### config.mk
export PLATFORM = sky130hd
export DESIGN_NAME = regfile_reader
export DESIGN_NICKNAME = d
export VERILOG_FILES = /design/src/rtl/regfile_reader.sv
export SDC_FILE = /design/constraint.sdc
export NUM_CORES = 1
export LEC_CHECK = 0
export ABC_AREA = 1
export CAP_MARGIN = 30
export CORE_ASPECT_RATIO = 0.75
export CORE_MARGIN = 2
export CORE_UTILIZATION = 40
export CTS_BUF_LIST = sky130_fd_sc_hd__clkbuf_4
export CTS_CLUSTER_SIZE = 14
export DETAILED_ROUTE_END_ITERATION = 6
export PLACE_DENSITY = 0.74
export SYNTH_ARGS = -nofsm -noshare
export SYNTH_HDL_FRONTEND = slang
export SYNTH_SLANG_ARGS = --single-unit
export TNS_END_PERCENT = 5
### constraint.sdc
create_clock -name clock -period 4.87 [get_ports clock]
set_input_delay 1.2175 -clock clock [delete_from_list [all_inputs] [get_ports clock]]
set_output_delay 1.2175 -clock clock [all_outputs]
set_load 0.02 [all_outputs]
### src/rtl/regfile_reader.sv
// Register-file driven streamer: reads a length word, streams that many data words
// to a ready/valid consumer, then writes a status word and clears the start bit.
module regfile_reader #(
    parameter int unsigned DATA_WIDTH  = 24,
    parameter int unsigned ADDR_DEPTH  = 12,
    parameter int unsigned LEN_ADDR    = 1,
    parameter int unsigned STATUS_ADDR = 2,
    parameter int unsigned DATA_BASE   = 3
) (
    input  logic                  clock,
    input  logic                  rst,
    input  logic                  control_reg,
    output logic [ADDR_DEPTH-1:0] address,
    output logic                  en_read,
    output logic                  en_write,
    output logic [DATA_WIDTH-1:0] wr_data,
    input  logic [DATA_WIDTH-1:0] rd_data,
    output logic [DATA_WIDTH-1:0] stream_data,
    output logic                  stream_valid,
    input  logic                  stream_ready,
    output logic                  busy,
    output logic                  done
);

    typedef enum logic [3:0] {
        IDLE, RD_LEN, CAP_LEN, RD_DATA, CAP_DATA, STREAM, WR_STAT, CLR_CTRL, FINISH
    } state_t;

    localparam logic [ADDR_DEPTH:0] MAX_LEN = (ADDR_DEPTH+1)'(2**ADDR_DEPTH - DATA_BASE);

    state_t                r_state;
    state_t                w_state_nxt;
    logic [ADDR_DEPTH-1:0] r_len;
    logic [ADDR_DEPTH-1:0] r_idx;
    logic                  r_clamped;
    logic                  r_blocked;

    logic [ADDR_DEPTH-1:0] w_len_raw;
    logic                  w_over;
    logic [ADDR_DEPTH-1:0] w_len_cap;
    logic [ADDR_DEPTH:0]   w_idx_inc;
    logic                  w_accept;

    logic [ADDR_DEPTH-1:0] w_idx_nxt;
    logic [ADDR_DEPTH-1:0] w_len_nxt;
    logic                  w_clamped_nxt;
    logic [DATA_WIDTH-1:0] w_stream_data_nxt;
    logic [DATA_WIDTH-1:0] w_status;
    logic [ADDR_DEPTH-1:0] w_address_nxt;
    logic [DATA_WIDTH-1:0] w_wr_data_nxt;

    assign w_len_raw = rd_data[ADDR_DEPTH-1:0];
    assign w_over    = ({1'b0, w_len_raw} > MAX_LEN);
    assign w_len_cap = w_over ? MAX_LEN[ADDR_DEPTH-1:0] : w_len_raw;
    assign w_idx_inc = {1'b0, r_idx} + (ADDR_DEPTH+1)'(1);
    assign w_accept  = (r_state == STREAM) && stream_valid && stream_ready;

    // All outputs are registered from the upcoming state, so each strobe lines up
    // exactly with the cycle spent in the state that owns it.
    always_ff @(posedge clock) begin
        if (!rst) begin
            r_state      <= IDLE;
            r_len        <= '0;
            r_idx        <= '0;
            r_clamped    <= 1'b0;
            r_blocked    <= 1'b0;
            address      <= '0;
            en_read      <= 1'b0;
            en_write     <= 1'b0;
            wr_data      <= '0;
            stream_data  <= '0;
            stream_valid <= 1'b0;
            busy         <= 1'b0;
            done         <= 1'b0;
        end else begin
            r_state      <= w_state_nxt;
            r_len        <= w_len_nxt;
            r_idx        <= w_idx_nxt;
            r_clamped    <= w_clamped_nxt;
            // A start bit still set from the finished transfer must not retrigger.
            if (r_state == CLR_CTRL)
                r_blocked <= 1'b1;
            else if (!control_reg)
                r_blocked <= 1'b0;
            address      <= w_address_nxt;
            en_read      <= (w_state_nxt == RD_LEN) || (w_state_nxt == RD_DATA);
            en_write     <= (w_state_nxt == WR_STAT) || (w_state_nxt == CLR_CTRL);
            wr_data      <= w_wr_data_nxt;
            stream_data  <= w_stream_data_nxt;
            stream_valid <= (w_state_nxt == STREAM);
            busy         <= (w_state_nxt != IDLE);
            done         <= (w_state_nxt == FINISH);
        end
    end

    always_comb begin
        w_state_nxt = r_state;
        case (r_state)
            IDLE:     if (control_reg && !r_blocked) w_state_nxt = RD_LEN;
            RD_LEN:   w_state_nxt = CAP_LEN;
            CAP_LEN:  w_state_nxt = (w_len_cap == '0) ? WR_STAT : RD_DATA;
            RD_DATA:  w_state_nxt = CAP_DATA;
            CAP_DATA: w_state_nxt = STREAM;
            STREAM:   if (w_accept) w_state_nxt = (w_idx_inc < {1'b0, r_len}) ? RD_DATA : WR_STAT;
            WR_STAT:  w_state_nxt = CLR_CTRL;
            CLR_CTRL: w_state_nxt = FINISH;
            FINISH:   w_state_nxt = IDLE;
            default:  w_state_nxt = IDLE;
        endcase
    end

    always_comb begin
        w_idx_nxt         = r_idx;
        w_len_nxt         = r_len;
        w_clamped_nxt     = r_clamped;
        w_stream_data_nxt = stream_data;
        case (r_state)
            IDLE: begin
                if (w_state_nxt == RD_LEN) begin
                    w_idx_nxt     = '0;
                    w_len_nxt     = '0;
                    w_clamped_nxt = 1'b0;
                end
            end
            CAP_LEN: begin
                w_len_nxt     = w_len_cap;
                w_clamped_nxt = w_over;
            end
            CAP_DATA: w_stream_data_nxt = rd_data;
            STREAM:   if (w_accept) w_idx_nxt = w_idx_inc[ADDR_DEPTH-1:0];
            default:  ;
        endcase

        w_status                 = '0;
        w_status[ADDR_DEPTH:0]   = {1'b0, w_idx_nxt};
        w_status[DATA_WIDTH-2]   = w_clamped_nxt;
        w_status[DATA_WIDTH-1]   = 1'b1;

        w_address_nxt = '0;
        w_wr_data_nxt = '0;
        case (w_state_nxt)
            RD_LEN:  w_address_nxt = ADDR_DEPTH'(LEN_ADDR);
            RD_DATA: w_address_nxt = ADDR_DEPTH'(DATA_BASE) + w_idx_nxt;
            WR_STAT: begin
                w_address_nxt = ADDR_DEPTH'(STATUS_ADDR);
                w_wr_data_nxt = w_status;
            end
            default: ;
        endcase
    end

endmodule
==> Yosys cells after proc, flatten, opt, wreduce, memory -nomap -nowiden <==
Cells that the tools add are included.
{ "word_totals": {"regBits": 95, "in_bits": 28, "output_inout_bits": 65} }
{ "classes": {"n_addsub": 2, "n_lt_le_gt_ge": 2, "n_eq_ne": 15, "n_mux": 17, "n_reduce_logical": 12} }
{ "ops": {"columns": ["operator", "count"], "rows": [
  ["two-way mux 12 bit", 4],
  ["case mux 12 bit (2 select lines)", 2],
  ["case mux 12 bit (3 select lines)", 1],
  ["case mux 4 bit (8 select lines)", 1],
  ["equality test 4 x 3 -> 1 bit (second input constant)", 7],
  ["two-way mux 24 bit", 1],
  ["adder 12 x 1 -> 13 bit (second input constant)", 1],
  ["< comparator 13 x 12 -> 1 bit", 1],
  ["adder 2 x 12 -> 12 bit (first input constant)", 1],
  ["equality test 4 x 2 -> 1 bit (second input constant)", 3],
  ["> comparator 12 bit (second input constant)", 1],
  ["logical NOT 12 bit", 1],
  ["equality test 4 x 1 -> 1 bit (second input constant)", 2],
  ["two-way mux 4 bit", 2],
  ["two-way mux 3 bit", 2],
  ["equality test 4 bit (second input constant)", 1],
  ["logical NOT 4 bit", 1],
  ["AND reduction 2 bit", 2],
  ["nonzero test 4 bit", 1],
  ["logical AND 1 bit", 3],
  ["two-way mux 1 bit", 3],
  ["logical OR 1 bit", 2],
  ["inequality test 2 x 1 -> 1 bit (second input constant)", 1],
  ["inequality test 2 bit (second input constant)", 1],
  ["other kinds (3)", 3]
]} }

==> Longest topological paths before layout <==
{ "depth": {"word_depth": 10, "mapped_depth": 22} }

==> Worst setup path after synthesis <==
No wires, ideal clock.
{ "synth_timing": {"path_type": "in2reg", "startpoint": "in stream_ready", "endpoint": "reg address[8]", "arrival_time_ns": 2.665, "setup_slack_ns": 2.092, "cell_stages": 13, "n_path_buf": 1, "cell_sequence": "nand2_1 > nor2_4 > buf_6 > nand2_1 > nand4_1 > nand2_1 > ha_1 > nor2_2 > inv_1 > nor2_4 > nand2_2 > o21ai_1 > nor2_1"} }
{ "synth_via": {"elab_chain_cells": 8} }
{ "synth_rtl": {"columns": ["item", "line", "source"], "rows": [
  ["start: declaration", "20", "input logic stream_ready,"],
  ["logical AND 1 bit (*)", "56", "assign w_accept = (r_state == STREAM) && stream_valid && stream_ready;"],
  ["two-way mux 4 bit", "104", "STREAM: if (w_accept) w_state_nxt = (w_idx_inc < {1'b0, r_len}) ? RD_DATA : WR_STAT;"],
  ["case mux 4 bit (8 select lines)", "98", "case (r_state)"],
  ["equality test 4 x 1 -> 1 bit", "119, 141", null],
  ["two-way mux 12 bit", "119", "if (w_state_nxt == RD_LEN) begin"],
  ["case mux 12 bit (2 select lines)", "117", "case (r_state)"],
  ["adder 2 x 12 -> 12 bit", "143", "RD_DATA: w_address_nxt = ADDR_DEPTH'(DATA_BASE) + w_idx_nxt;"],
  ["case mux 12 bit (3 select lines) (*)", "141", "case (w_state_nxt)"],
  ["end signal: assignment", "85", "address <= w_address_nxt;"],
  ["end: declaration", "13", "output logic [ADDR_DEPTH-1:0] address,"]
]} }
Mark *: on every way between the ends. The rest lies on a longest branch, timed or not.
A chain may end at the register's enable or synchronous reset.

==> Final worst setup path <==
{ "layout_timing": {"startpoint": "reg r_idx[0]", "endpoint": "reg wr_data[7]"} }
{ "layout_via": {"elab_chain_cells": 8} }
{ "layout_rtl": {"columns": ["item", "line", "source"], "rows": [
  ["start: declaration", "34", "logic [ADDR_DEPTH-1:0] r_idx;"],
  ["start signal: assignment", "78", "r_idx <= w_idx_nxt;"],
  ["adder 12 x 1 -> 13 bit (*)", "55", "assign w_idx_inc = {1'b0, r_idx} + (ADDR_DEPTH+1)'(1);"],
  ["< comparator 13 x 12 -> 1 bit", "104", null],
  ["two-way mux 3 bit", "104", null],
  ["two-way mux 4 bit", "104", null],
  ["case mux 4 bit (8 select lines)", "98", null],
  ["equality test 4 x 1 -> 1 bit", "119", null],
  ["two-way mux 12 bit", "119", null],
  ["case mux 12 bit (2 select lines)", "117", null],
  ["end signal: assignment", "88", "wr_data <= w_wr_data_nxt;"],
  ["end: declaration", "16", "output logic [DATA_WIDTH-1:0] wr_data,"]
]} }
Marked as above.

==> results.cfg <==
[run_status]
status = finished clean

[setup_path]
cp_slowest_cell = dfxtp_1
path_cells = ha_1, nand2_1, nor2_2, nand3_1, and2_1, ha_1, nand2_1, o21a_1, nand2_1, nand2_1, nand2_2, nand2_2, nand2_1, nand4_2, nor2_1
crit_type = flop to flop
r2r_start = r_idx[0]$_SDFF_PN0_
timing.rr.end = wr_data[7]$_SDFF_PN0_
worstPathMaxFanout = 14
r2r_setup_slack_ns = 1.69
crit_path_start_kind = flop
cp_common_cell = nand2_1
slowest_delay_ns = 0.52
rr_worst_depth = 15
required_ns = 5.23
worstPathArrival_ns = 3.53
end_kind = flop

[power]
p_switching_w = 0.000631
power_frac_comb_pct = 30.4
power.share.clock_pct = 23.9
p_per_area_nw_per_um2 = 330
switching_share_pct = 36.4
p_leak_nw = 2.30
p_seq_share_pct = 45.7
intPower_w = 0.00110
p_total_w = 0.00173
peakVddDrop_uv = 281

[clock_tree]
htree_num_levels = 3
clk_path_buf_depth = 2
clock-sinks = 85
path_clk_slew_ns = 0.13
clkLatencyLatePin_ns = 0.45
cts_tree = done
numCtsBuffers = 9
cts_resized = 0
post_cts_buffers = 0
cts_root_buf = clkbuf_4
hold_buffers = 0

[sta]
tns_ns = 0
max-slew-margin-rel_pct = 56.7
fin_skew_ns = 0.0151
slew_violations = 0
rsz0062_at_grt = false
setup_viol = 0
period_share_pct = 65.2
timing.final.ws_setup_ns = 1.69
min_period_ns = 3.18
worst_pin_slew_ns = 0.644
hold_viol_final = 0
max_freq_mhz = 315

[floorplanning]
ios = 93
initial_core_util_pct = 41.0
die-area_um2 = 11300
rows = 32
dieWidth_um = 122
die_y_um = 92.7
core-area_um2 = 10200

[place]
place_congestion = 0.902
place_area_um2 = 5080
dp.final_hpwl_mm = 8.24
portBuffers = 82
pre_cts_slack_ns = 1.27

[finish]
final_common_cell = nand2_1
nets = 719
fin_util_pct = 51.2
design_area_um2 = 5250
syn_to_final_growth_pct = 24.9
fillCellCount = 1051
drive_above_1_share_pct = 9.52
final_cell_mix = nand2_1, nor2_1, dfxtp_1, clkdlybuf4s50_1, inv_1

[drt]
drt-initial-drc-count = 268
vias_per_cell = 4.89
firstDrtPassIters = 5
drc = 0
final_antenna_net_count = 0
num_vias = 4012
drt_wl_total_mm = 10.9
wl_per_cell_um = 13.3

[flow_run]
maxCapViolCount = 0

[synthesis]
yosysSeqAreaShare_pct = 40.5
synth_seq_cells = 85
synth_ff_type = dfxtp_1
synth.top_cell.area_share_pct = 40.5
synth_cells = 600
yosys_warnings = 0
syn_area_um2 = 4200
synth.avg_cell_area_um2 = 7.00
synthTopCellsByArea = dfxtp_1, nand2_1, nor2_1, inv_1, nand3_1
yosysTopAreaCell = dfxtp_1
synth_cell_type_count = 37
async_flop_share_pct = 0
synth_edf_count = 0

[grt]
overflow = 0
grt_pass1_wl_mm = 18.2
grt_start_max_net_pins = 38
track_usage_pct = 20.4
antenna_found_initial = 1
grt_pass1_vias = 3773

[hold_path]
hold_end = r_blocked$_SDFFE_PN0P_
hold-path-cell-count = 2
hp-class = flop to flop
min_from = r_blocked$_SDFFE_PN0P_
[per-layer routing]
metal | GRT usage (%) | vias up | wire length (µm) | part of all wire [%]
met3 | 4.99 | 13 | 676 | 6.2
met5 | 0 | - | 0 | 0
met4 | 5.94 | 0 | 137 | 1.3
met2 | 31.5 | 105 | 4880 | 45
met1 | 28.2 | 1853 | 5230 | 48
li1 | - | 2041 | - | -
[kinds of logic after synthesis]
| family | count (synthesis) | synth area share, % |
|---|---|---|
| AO/OA/AOI/OAI | 72 | 9.18 |
| XOR/XNOR | 2 | 0.417 |
| adder cells (fa/ha/maj) | 13 | 3.87 |
| buffers and inverters | 112 | 11.4 |
| flip-flops | 85 | 40.5 |
| other | 1 | 0.0893 |
| AND/OR/NAND/NOR | 315 | 34.6 |
[stage by stage]
stage	std cells	hold WS, ns
floorplan	609	0.436
global placement	801	0.447
detailed placement	801	0.455
CTS	817	0.473
global route	820	0.491
finish	820	0.469
[how the worst max path moves through the flow]
stage	startpoint	endpoint	slack, ns	depth (start not counted)
floorplan	stream_ready	address[8]$_SDFF_PN0_	2.09	13
global placement	stream_ready	address[8]$_SDFF_PN0_	1.31	13
detailed placement	stream_ready	address[8]$_SDFF_PN0_	1.27	13
CTS	r_idx[0]$_SDFF_PN0_	wr_data[7]$_SDFF_PN0_	1.74	15
global route	r_idx[0]$_SDFF_PN0_	wr_data[7]$_SDFF_PN0_	1.38	19
finish	r_idx[0]$_SDFF_PN0_	wr_data[7]$_SDFF_PN0_	1.69	15
[area by class of cell]
type                            count  area (µm²)  share of cell area (%)
Clock buffer                       11        82.6                    1.57
Antenna cell                        1        2.50                  0.0477
Sequential cell                    85        1700                    32.4
Tap cell                          136         170                    3.24
Timing Repair Buffer               86         858                    16.4
Inverter                           84         315                    6.01
Clock inverter                      5        60.1                    1.14
Multi-Input combinational cell    412        2060                    39.2
[synthesized netlist by cell type, types with 6 or more instances]
library cell / instances
nand3_1: 42
buf_4: 10
nor3_1: 11
nor2_2: 9
nand2_2: 13
o21ai_0: 25
dfxtp_1: 85
ha_1: 13
a21oi_1: 37
nand4_1: 11
nor2_4: 6
nor2_1: 89
inv_1: 80
nand2_1: 119
clkbuf_1: 12
[sequential cells by signal, indices dropped and copies added (netlist names), 4 cells and up]
| name | count |
|---|---|
| r_idx | 12 |
| wr_data | 14 |
| address | 12 |
| r_state | 4 |
| stream_data | 24 |
| r_len | 12 |
[critical path, delay by kind of cell, from the launching register on]
kind / cells / cell delay [ns]
AND/OR/NAND/NOR: 12 / 1.80
adder cells (fa/ha/maj): 2 / 0.59
flip-flops: 1 / 0.52
AO/OA/AOI/OAI: 1 / 0.18
[power groups by stage]
| stage | sequential (W) | clock (W) | combinational [W] |
|---|---|---|---|
| 2_1_floorplan | 0.000813 | 0 | 0.000360 |
| 3_3_place_gp | 0.000805 | 0 | 0.000504 |
| 3_5_place_dp | 0.000806 | 0 | 0.000519 |
| 4_1_cts | 0.000791 | 0.000425 | 0.000522 |
| 5_1_grt | 0.000799 | 0.000449 | 0.000594 |
| 6_report | 0.000792 | 0.000414 | 0.000526 |
Power figures use the tool's default switching activity.
